## config.mk

```make
export PLATFORM = sky130hd
export DESIGN_NAME = sig_req_arbiter
export DESIGN_NICKNAME = d
export VERILOG_FILES = /design/src/rtl/sig_req_arbiter.sv
export SDC_FILE = /design/constraint.sdc
export NUM_CORES = 1
export LEC_CHECK = 0
export BUFFER_PORTS_ARGS = -buffer_cell sky130_fd_sc_hd__buf_4
export CAP_MARGIN = 15
export CORE_ASPECT_RATIO = 1.25
export CORE_MARGIN = 2
export CORE_UTILIZATION = 47
export DETAILED_ROUTE_END_ITERATION = 6
export PLACE_DENSITY_LB_ADDON = 0.1
export SLEW_MARGIN = 5
export SYNTH_ARGS = -nofsm -noshare
export SYNTH_HDL_FRONTEND = slang
export SYNTH_SLANG_ARGS = --single-unit
export TNS_END_PERCENT = 20
```

## constraint.sdc

```tcl
create_clock -name clk -period 3.5 [get_ports clk]
set_input_delay 0.525 -clock clk [delete_from_list [all_inputs] [get_ports clk]]
set_output_delay 0.525 -clock clk [all_outputs]
set_load 0.01 [all_outputs]
```

## src/rtl/sig_req_arbiter.sv

```systemverilog
// Round-robin arbiter sharing one pipelined sigmoid unit among NREQ requesters.
// Results come back in issue order and are tagged with the originating requester ID.
module sig_req_arbiter #(
   parameter int unsigned NREQ         = 4,
   parameter int unsigned DWIDTH       = 32,
   parameter int unsigned IDW          = 2,
   parameter int unsigned MAX_INFLIGHT = 8,
   parameter int unsigned CW           = 4
) (
   input  logic                   clk,
   input  logic                   rst,
   input  logic [NREQ-1:0]        req_valid,
   input  logic [NREQ*DWIDTH-1:0] req_x,
   output logic [NREQ-1:0]        req_ready,
   input  logic                   drain,
   output logic                   sig_start,
   output logic [DWIDTH-1:0]      sig_x,
   input  logic [DWIDTH-1:0]      sig_y,
   input  logic                   sig_valid,
   output logic                   resp_valid,
   output logic [IDW-1:0]         resp_id,
   output logic [DWIDTH-1:0]      resp_y,
   output logic [CW-1:0]          inflight,
   output logic                   busy,
   output logic                   drain_done,
   output logic                   err_unexp
);
   localparam int unsigned PW = (MAX_INFLIGHT > 1) ? $clog2(MAX_INFLIGHT) : 1;

   typedef enum logic [1:0] {StRun, StDrain, StDone} state_e;

   state_e            state_q, state_d;
   logic [IDW-1:0]    rr_q, rr_d;
   logic [CW-1:0]     inflight_q, inflight_d;
   logic [PW-1:0]     wr_ptr_q, wr_ptr_d;
   logic [PW-1:0]     rd_ptr_q, rd_ptr_d;
   logic              sig_start_q, sig_start_d;
   logic [DWIDTH-1:0] sig_x_q, sig_x_d;
   logic              resp_valid_q, resp_valid_d;
   logic [IDW-1:0]    resp_id_q, resp_id_d;
   logic [DWIDTH-1:0] resp_y_q, resp_y_d;
   logic              err_unexp_q, err_unexp_d;
   logic [IDW-1:0]    tag_mem_q [MAX_INFLIGHT];

   logic           hs;
   logic [IDW-1:0] gnt_id;
   logic [IDW-1:0] idx;
   logic           fifo_empty;
   logic           pop;

   // First valid requester at or after the rr pointer, wrapping; credit is the registered count.
   always_comb begin
      req_ready = '0;
      hs        = 1'b0;
      gnt_id    = '0;
      idx       = '0;
      if (state_q == StRun && inflight_q < CW'(MAX_INFLIGHT)) begin
         for (int unsigned k = 0; k < NREQ; k++) begin
            idx = IDW'((32'(rr_q) + k) % NREQ);
            if (!hs && req_valid[idx]) begin
               hs             = 1'b1;
               gnt_id         = idx;
               req_ready[idx] = 1'b1;
            end
         end
      end
   end

   always_comb begin
      fifo_empty   = (inflight_q == '0);
      pop          = sig_valid & ~fifo_empty;

      rr_d         = rr_q;
      wr_ptr_d     = wr_ptr_q;
      rd_ptr_d     = rd_ptr_q;
      sig_start_d  = hs;
      sig_x_d      = sig_x_q;
      resp_valid_d = pop;
      resp_id_d    = resp_id_q;
      resp_y_d     = resp_y_q;
      err_unexp_d  = err_unexp_q | (sig_valid & fifo_empty);
      inflight_d   = inflight_q + CW'(hs) - CW'(pop);

      if (hs) begin
         rr_d     = (gnt_id == IDW'(NREQ - 1)) ? '0 : gnt_id + IDW'(1);
         wr_ptr_d = wr_ptr_q + PW'(1);
         sig_x_d  = req_x[32'(gnt_id)*DWIDTH +: DWIDTH];
      end
      if (pop) begin
         rd_ptr_d  = rd_ptr_q + PW'(1);
         resp_id_d = tag_mem_q[rd_ptr_q];
         resp_y_d  = sig_y;
      end

      state_d = state_q;
      unique case (state_q)
         StRun:   if (drain) state_d = StDrain;
         StDrain: begin
            if (!drain) state_d = StRun;
            else if (inflight_q == '0 && !sig_start_q) state_d = StDone;
         end
         StDone:  if (!drain) state_d = StRun;
         default: state_d = StRun;
      endcase
   end

   always_ff @(posedge clk or negedge rst) begin
      if (!rst) begin
         state_q      <= StRun;
         rr_q         <= '0;
         inflight_q   <= '0;
         wr_ptr_q     <= '0;
         rd_ptr_q     <= '0;
         sig_start_q  <= 1'b0;
         sig_x_q      <= '0;
         resp_valid_q <= 1'b0;
         resp_id_q    <= '0;
         resp_y_q     <= '0;
         err_unexp_q  <= 1'b0;
      end else begin
         state_q      <= state_d;
         rr_q         <= rr_d;
         inflight_q   <= inflight_d;
         wr_ptr_q     <= wr_ptr_d;
         rd_ptr_q     <= rd_ptr_d;
         sig_start_q  <= sig_start_d;
         sig_x_q      <= sig_x_d;
         resp_valid_q <= resp_valid_d;
         resp_id_q    <= resp_id_d;
         resp_y_q     <= resp_y_d;
         err_unexp_q  <= err_unexp_d;
      end
   end

   // Tag storage needs no reset: pointers and count define which entries are live.
   always_ff @(posedge clk) begin
      if (hs) tag_mem_q[wr_ptr_q] <= gnt_id;
   end

   assign sig_start  = sig_start_q;
   assign sig_x      = sig_x_q;
   assign resp_valid = resp_valid_q;
   assign resp_id    = resp_id_q;
   assign resp_y     = resp_y_q;
   assign inflight   = inflight_q;
   assign busy       = (inflight_q != '0) | sig_start_q;
   assign drain_done = (state_q == StDone);
   assign err_unexp  = err_unexp_q;

endmodule

```

---- Word level (Yosys, flattened, before mapping) ----
Memory sizes are Yosys's and may differ from the RTL's. A register that Yosys moved wholly into a read port is not among the register bits.
Cells that the tools add are included.
storage, ports and cells
  register bits ........................... 81
  output and inout bits ................... 79
  memory bits (writable) .................. 16
  memories kept ........................... 1
memory list
  name       words  bits a word  read ports  clocked after Yosys merged registers in  write ports  RTL line  source
  tag_mem_q  8      2            1           1                                        1            43        logic [IDW-1:0] tag_mem_q [MAX_INFLIGHT];
operators by class
  shift-type cells ........................ 1
  $lt $le $gt $ge ......................... 9
  bitwise operators ....................... 8
  eq/ne operators ......................... 6
  reductions and logical operators ........ 18
  mux-type cells .......................... 45
  $add $sub $neg .......................... 8
operators with widths
  kind                                                                                 count
  128-bit by 8-bit variable part select with 32-bit output                             1
  4-bit 2-to-1 mux                                                                     8
  2-bit 2-to-1 mux                                                                     10
  1-bit 2-to-1 mux                                                                     18
  2-bit by 3-bit < comparator with 1-bit output, second input constant                 4
  4-bit OR                                                                             3
  1-bit logical AND                                                                    9
  1-bit binary-select mux with 2-bit select                                            4
  1-bit demux with 2-bit select                                                        4
  2-bit by 1-bit greater-or-equal comparator with 1-bit output, second input constant  4
  3-bit by 1-bit adder with 3-bit output, second input constant                        2
  2-bit case mux with 3 select lines                                                   1
  1-bit zero test                                                                      5
  2-bit by 1-bit adder with 2-bit output, second input constant                        2
  2-bit adder, second input constant                                                   2
  4-bit by 1-bit adder with 4-bit output                                               1
  2-bit == test, second input constant                                                 2
  4-bit zero test                                                                      1
  4-bit < comparator, second input constant                                            1
  2-bit != test, second input constant                                                 2
  4-bit nonzero test                                                                   1
  4-bit by 1-bit subtractor with 4-bit output                                          1
  3-bit != test, second input constant                                                 1
  3-bit AND reduction                                                                  1
  5 further kinds                                                                      7

---- Depth between registers and ports, before layout ----
  depth after elaboration ................. 18
  gate-level depth with buffers ........... 12

---- Worst setup path after synthesis ----
OpenSTA, ideal clock, no wires.
  kind .................................... flip-flop to flip-flop
  start point ............................. register rr_q[0]
  end point ............................... register sig_x_q[14] (netlist: sig_x[14])
  period minus slack after synthesis ...... 2881 ps
  path buffers ............................ 4
  data arrival time ....................... 2736 ps
  slack ................................... 619 ps
  cell stages (with the launch flop) ...... 13
  required time ........................... 3355 ps
  cells stage by stage .................... dfrtp_1 -> buf_6 -> inv_1 -> ha_1 -> mux4_2 -> nor2b_4 -> o211ai_2 -> and2_1 -> buf_4 -> buf_6 -> buf_4 -> o22ai_1 -> a221oi_1
on the way
  longest elaborated chain between the ends .. 17
  elaborated cells on any way between the ends .. 31
  those cells by class .................... 3 x add/sub; 1 x shift; 21 x mux; 6 x reduce/logical
RTL lines
  element                                                   RTL line  source
  start: declaration                                        33        logic [IDW-1:0] rr_q, rr_d;
  start signal: assignment                                  122       rr_q <= rr_d;
  1-bit binary-select mux with 2-bit select                 60        if (!hs && req_valid[idx]) begin
  1-bit 2-to-1 mux (not written as such)                    60
  1-bit 2-to-1 mux                                          60
  1-bit 2-to-1 mux                                          57        if (state_q == StRun && inflight_q < CW'(MAX_INFLIGHT)) begin
  1-bit zero test                                           60
  1-bit logical AND                                         60
  1-bit 2-to-1 mux                                          60
  1-bit 2-to-1 mux                                          57
  1-bit zero test                                           60
  1-bit logical AND                                         60
  1-bit 2-to-1 mux                                          60
  1-bit 2-to-1 mux                                          57
  1-bit zero test                                           60
  1-bit logical AND                                         60
  2-bit 2-to-1 mux                                          60
  2-bit 2-to-1 mux                                          57
  128-bit by 8-bit variable part select with 32-bit output  87        sig_x_d = req_x[32'(gnt_id)*DWIDTH +: DWIDTH];
  end signal: assignment                                    127       sig_x_q <= sig_x_d;
  end: declaration                                          38        logic [DWIDTH-1:0] sig_x_q, sig_x_d;
Several ways; a longest one is shown, not always the timed one. The select of a mux whose other input is x is not followed.
A chain may end at the register's enable or synchronous reset.

---- Worst setup path after layout ----
  start point ............................. register rr_q[1]
  end point ............................... output req_ready[3]
on the way
  longest elaborated chain between the ends .. 16
  elaborated cells on any way between the ends .. 54
  those cells by class .................... 3 x add/sub; 8 x order compare; 30 x mux; 3 x bitwise; 10 x reduce/logical
RTL lines
  element                                                                                 RTL line  source
  branches (longest 14 deep; another with 2-bit by 3-bit < comparator with 1-bit output)  --
  4-bit 2-to-1 mux *                                                                      60
  4-bit 2-to-1 mux *                                                                      57
  end: declaration                                                                        14        output logic [NREQ-1:0] req_ready,
Mark *: on every way between the ends. The select of a mux whose other input is x is not followed.

==> run summary <==
Peak VDD IR - 359 uV
endpoints failing hold - 0
CTS H-tree depth - 3
DRC Markers - 0
Mean Syn Cell Area - 10.6 um2
Max Slew Vio Count - 0
Hold WS - 0.0495 ns
largest net degree at the start of global routing - 84
die area - 0.0123 mm2
maximum clock frequency - 304 MHz
Starting Density - 48.3%
max-cap check violation count - 0
placed instance area - 0.00730 mm2
GR Overflow Total - 0
synthesized area - 0.00537 mm2
leakage - 0.00373 uW
pre-CTS WS - 0.168 ns
CP max stage delay - 0.48 ns
register area share after synthesis - 47.6%
crit path max fanout - 9
Synth area leader - dfrtp_1
Clk Latency, worst-skew pair - 0.34 ns
CTS tree - done
ys async rst share - 83.8%
Synth Register Bits - 99
Worst Max-Slew Pin Slew - 0.733 ns
placed insts - 866
Post-Synthesis Cells - 507
Layout area overhead - 41.8%
Global Route Usage Sum - 24.1%
antenna cells - 0
initial antenna violation count - 0
crit-path leading delay family - simple AND/OR/NAND/NOR gates
EDFF count, synth - 16
Worst EP arrival - 2.76 ns
DR vias - 4799
skew final - 0.00729 ns
Synth top area share - 38.6%
status - finished, final reports clean
clk slew on worst S/H paths - 0.06 ns
share of cells above drive strength 1 - 42.2%
CP dominant cell by count - nor2_1
yosys warns - 0
Setup TNS Final - 0 ns
largest cells by area after synthesis - dfrtp_1 (39%), edfxtp_1 (8.9%), nand2_1 (7.9%)
Slew HR - 50.8%
Max stage delay cell, worst path - dfrtp_2
Root Buffer - clkbuf_16
sequence of cells on the critical path - inv_1 > ha_1 > nor2_1 > and4b_1 > or3_1 > a221oi_1 > nor2_1 > buf_4
num ports - 247
initial drt markers - 245
Syn Nets - 691
post-route cell area - 0.00762 mm2
Die W - 99.6 um
Netlist cell types - 57
fin crit period - 3.29 ns
HPWL after detailed placement - 11.5 mm
routed wire length - 15.1 mm
crit start category - register
first-pass GRT wire length - 23.4 mm
clock sink count - 99
CTS buffer count - 9
worst setup margin - 0.214 ns
Crit Path Category - register to output port
Cell Pwr Density - 776 mW/mm2
worst path required time - 2.97 ns
dominant synthesized flop cell - dfrtp_1
final worst-path cycle share - 93.9%
die height - 124 um
DR pass1 iterations - 4
Hold Crit Class - input pin to asynchronous set/reset pin
Non-Filler Instances - 883
routability cong. - 0.927
Port Buffers - 246
setup violators final - 0
Max clock buf depth - 2
WP buf/inv - 2
wire per inst - 17.1 um
critical path endpoint category - output port
vias in the first global route - 4779
core area - 0.0111 mm2
ANT nets after route - 0
row cnt - 43
vias per cell - 5.43
RSZ-0062 raised after global routing - no
CTS Hold Bufs - 0
nets - 927
## repair_timing
action | in CTS | in global routing
setup endpoints to repair | 0 | 22
gates resized for setup | 0 | 2
setup buffers | 0 | 0
## where the power goes
group / internal, uW / switching, uW
Clock: 576 / 410
Sequential: 1590 / 305
Combinational: 1400 / 1630
## cells in the mapped netlist (2+ instances only)
cell,count
nor4b_1,2
and2_1,2
o22ai_1,11
a211oi_1,20
a21o_1,3
xnor2_1,7
o21ai_0,3
buf_6,5
a211oi_2,16
nand2_1,113
a221oi_2,4
a22oi_1,4
o32ai_2,4
inv_2,2
edfxtp_1,16
a21boi_0,16
ha_1,15
nor2_1,41
mux4_2,7
nand3b_1,2
nor4_1,6
nor3_1,3
nand2b_1,4
nor3b_1,3
clkbuf_1,14
buf_4,5
inv_1,9
a21oi_1,8
nor2b_1,2
buf_2,6
xor2_1,2
buf_1,3
mux2i_1,31
a221oi_1,12
dfrtp_1,83
or3_1,2
## sequential cells by signal, indices dropped and copies added, names as in the netlist
name / flops
resp_y: 32
sig_x: 32
tag_mem_q: 16
inflight: 4
rd_ptr_q: 3
wr_ptr_q: 3
resp_id: 2
rr_q: 2
state_q: 2
err_unexp: 1
resp_valid: 1
sig_start: 1
## area by class of cell
type / instances / area (um2)
clock buffer: 14 / 254
tap: 135 / 169
inverter: 13 / 50.0
multi-input combinational: 361 / 2570
clock inverter: 2 / 36.3
fill: 879 / 3520
timing repair buffer: 259 / 1980
sequential: 99 / 2560
## cells in the final DEF, fill, tap and decap left out, drive strengths merged, types with 2 or more instances in the layout
cell	Yosys	routed
dfrtp	83	83
a21o	3	3
mux4	7	7
or3	2	2
edfxtp	16	16
nand2	113	113
ha	15	15
clkinv	2	2
nor3b	3	3
mux2i	32	32
nor4b	2	2
a211oi	36	36
nor4	6	6
buf	19	259
a21boi	16	16
nor2	42	42
nor3	4	4
inv	11	12
o22ai	11	11
xor2	2	2
clkbuf	15	14
a221oi	16	16
a21oi	9	9
o32ai	5	5
and2	2	2
o21ai	3	3
nand2b	4	4
nor2b	3	3
a22oi	4	4
nand3b	2	2
xnor2	7	7
## logic make-up after synthesis
kind of cell             synth area share (%)
AO/OA/AOI/OAI                            18.3
XOR/XNOR                                 1.47
adder cells (fa/ha/maj)                  3.86
buffers and inverters                    4.56
flip-flops                               47.6
multiplexers                             8.96
AND/OR/NAND/NOR                          15.2
## layer usage
layer  wire [um]  vias up  GRT usage (%)
met1        5940     2290           28.0
met3         974       21           5.77
met4         276        0           7.45
li1            -     2288              -
met2        7880      200           44.0
met5           0        -              0
## worst reg2reg max path, stage by stage, from the launching register on
cell and delay [ns]:
dfrtp_2 0.48, inv_1 0.14, ha_1 0.40, nand2b_1 0.22, nor4bb_1 0.43, nor3_2 0.10, a211o_1 0.48, clkinv_2 0.37
a21oi_1 0.15, a211oi_2 0.23
## stage by stage
| step | util (%) | power (uW) |
|---|---|---|
| after floorplan | - | 3780 |
| after global placement | 65.5 | 4830 |
| after detailed placement | 65.5 | 4950 |
| after CTS | 68.1 | 5940 |
| after global routing | 68.4 | 6300 |
| final | 68.4 | 5910 |
## worst paths after layout
kind	cells after the start	startpoint	end	slack (ns)
max in group asynchronous	2	rst	rr_q[1]	2.85
max	8	rr_q[1]	req_ready[3]	0.21
min in group clk	3	sig_y[26]	resp_y[26]	0.37
max reg2reg	9	rr_q[1]	sig_x[10]	0.42
min	1	rst	state_q[1]	0.05
min reg2reg	1	err_unexp	err_unexp	0.45
Power figures use the tool's default switching activity.
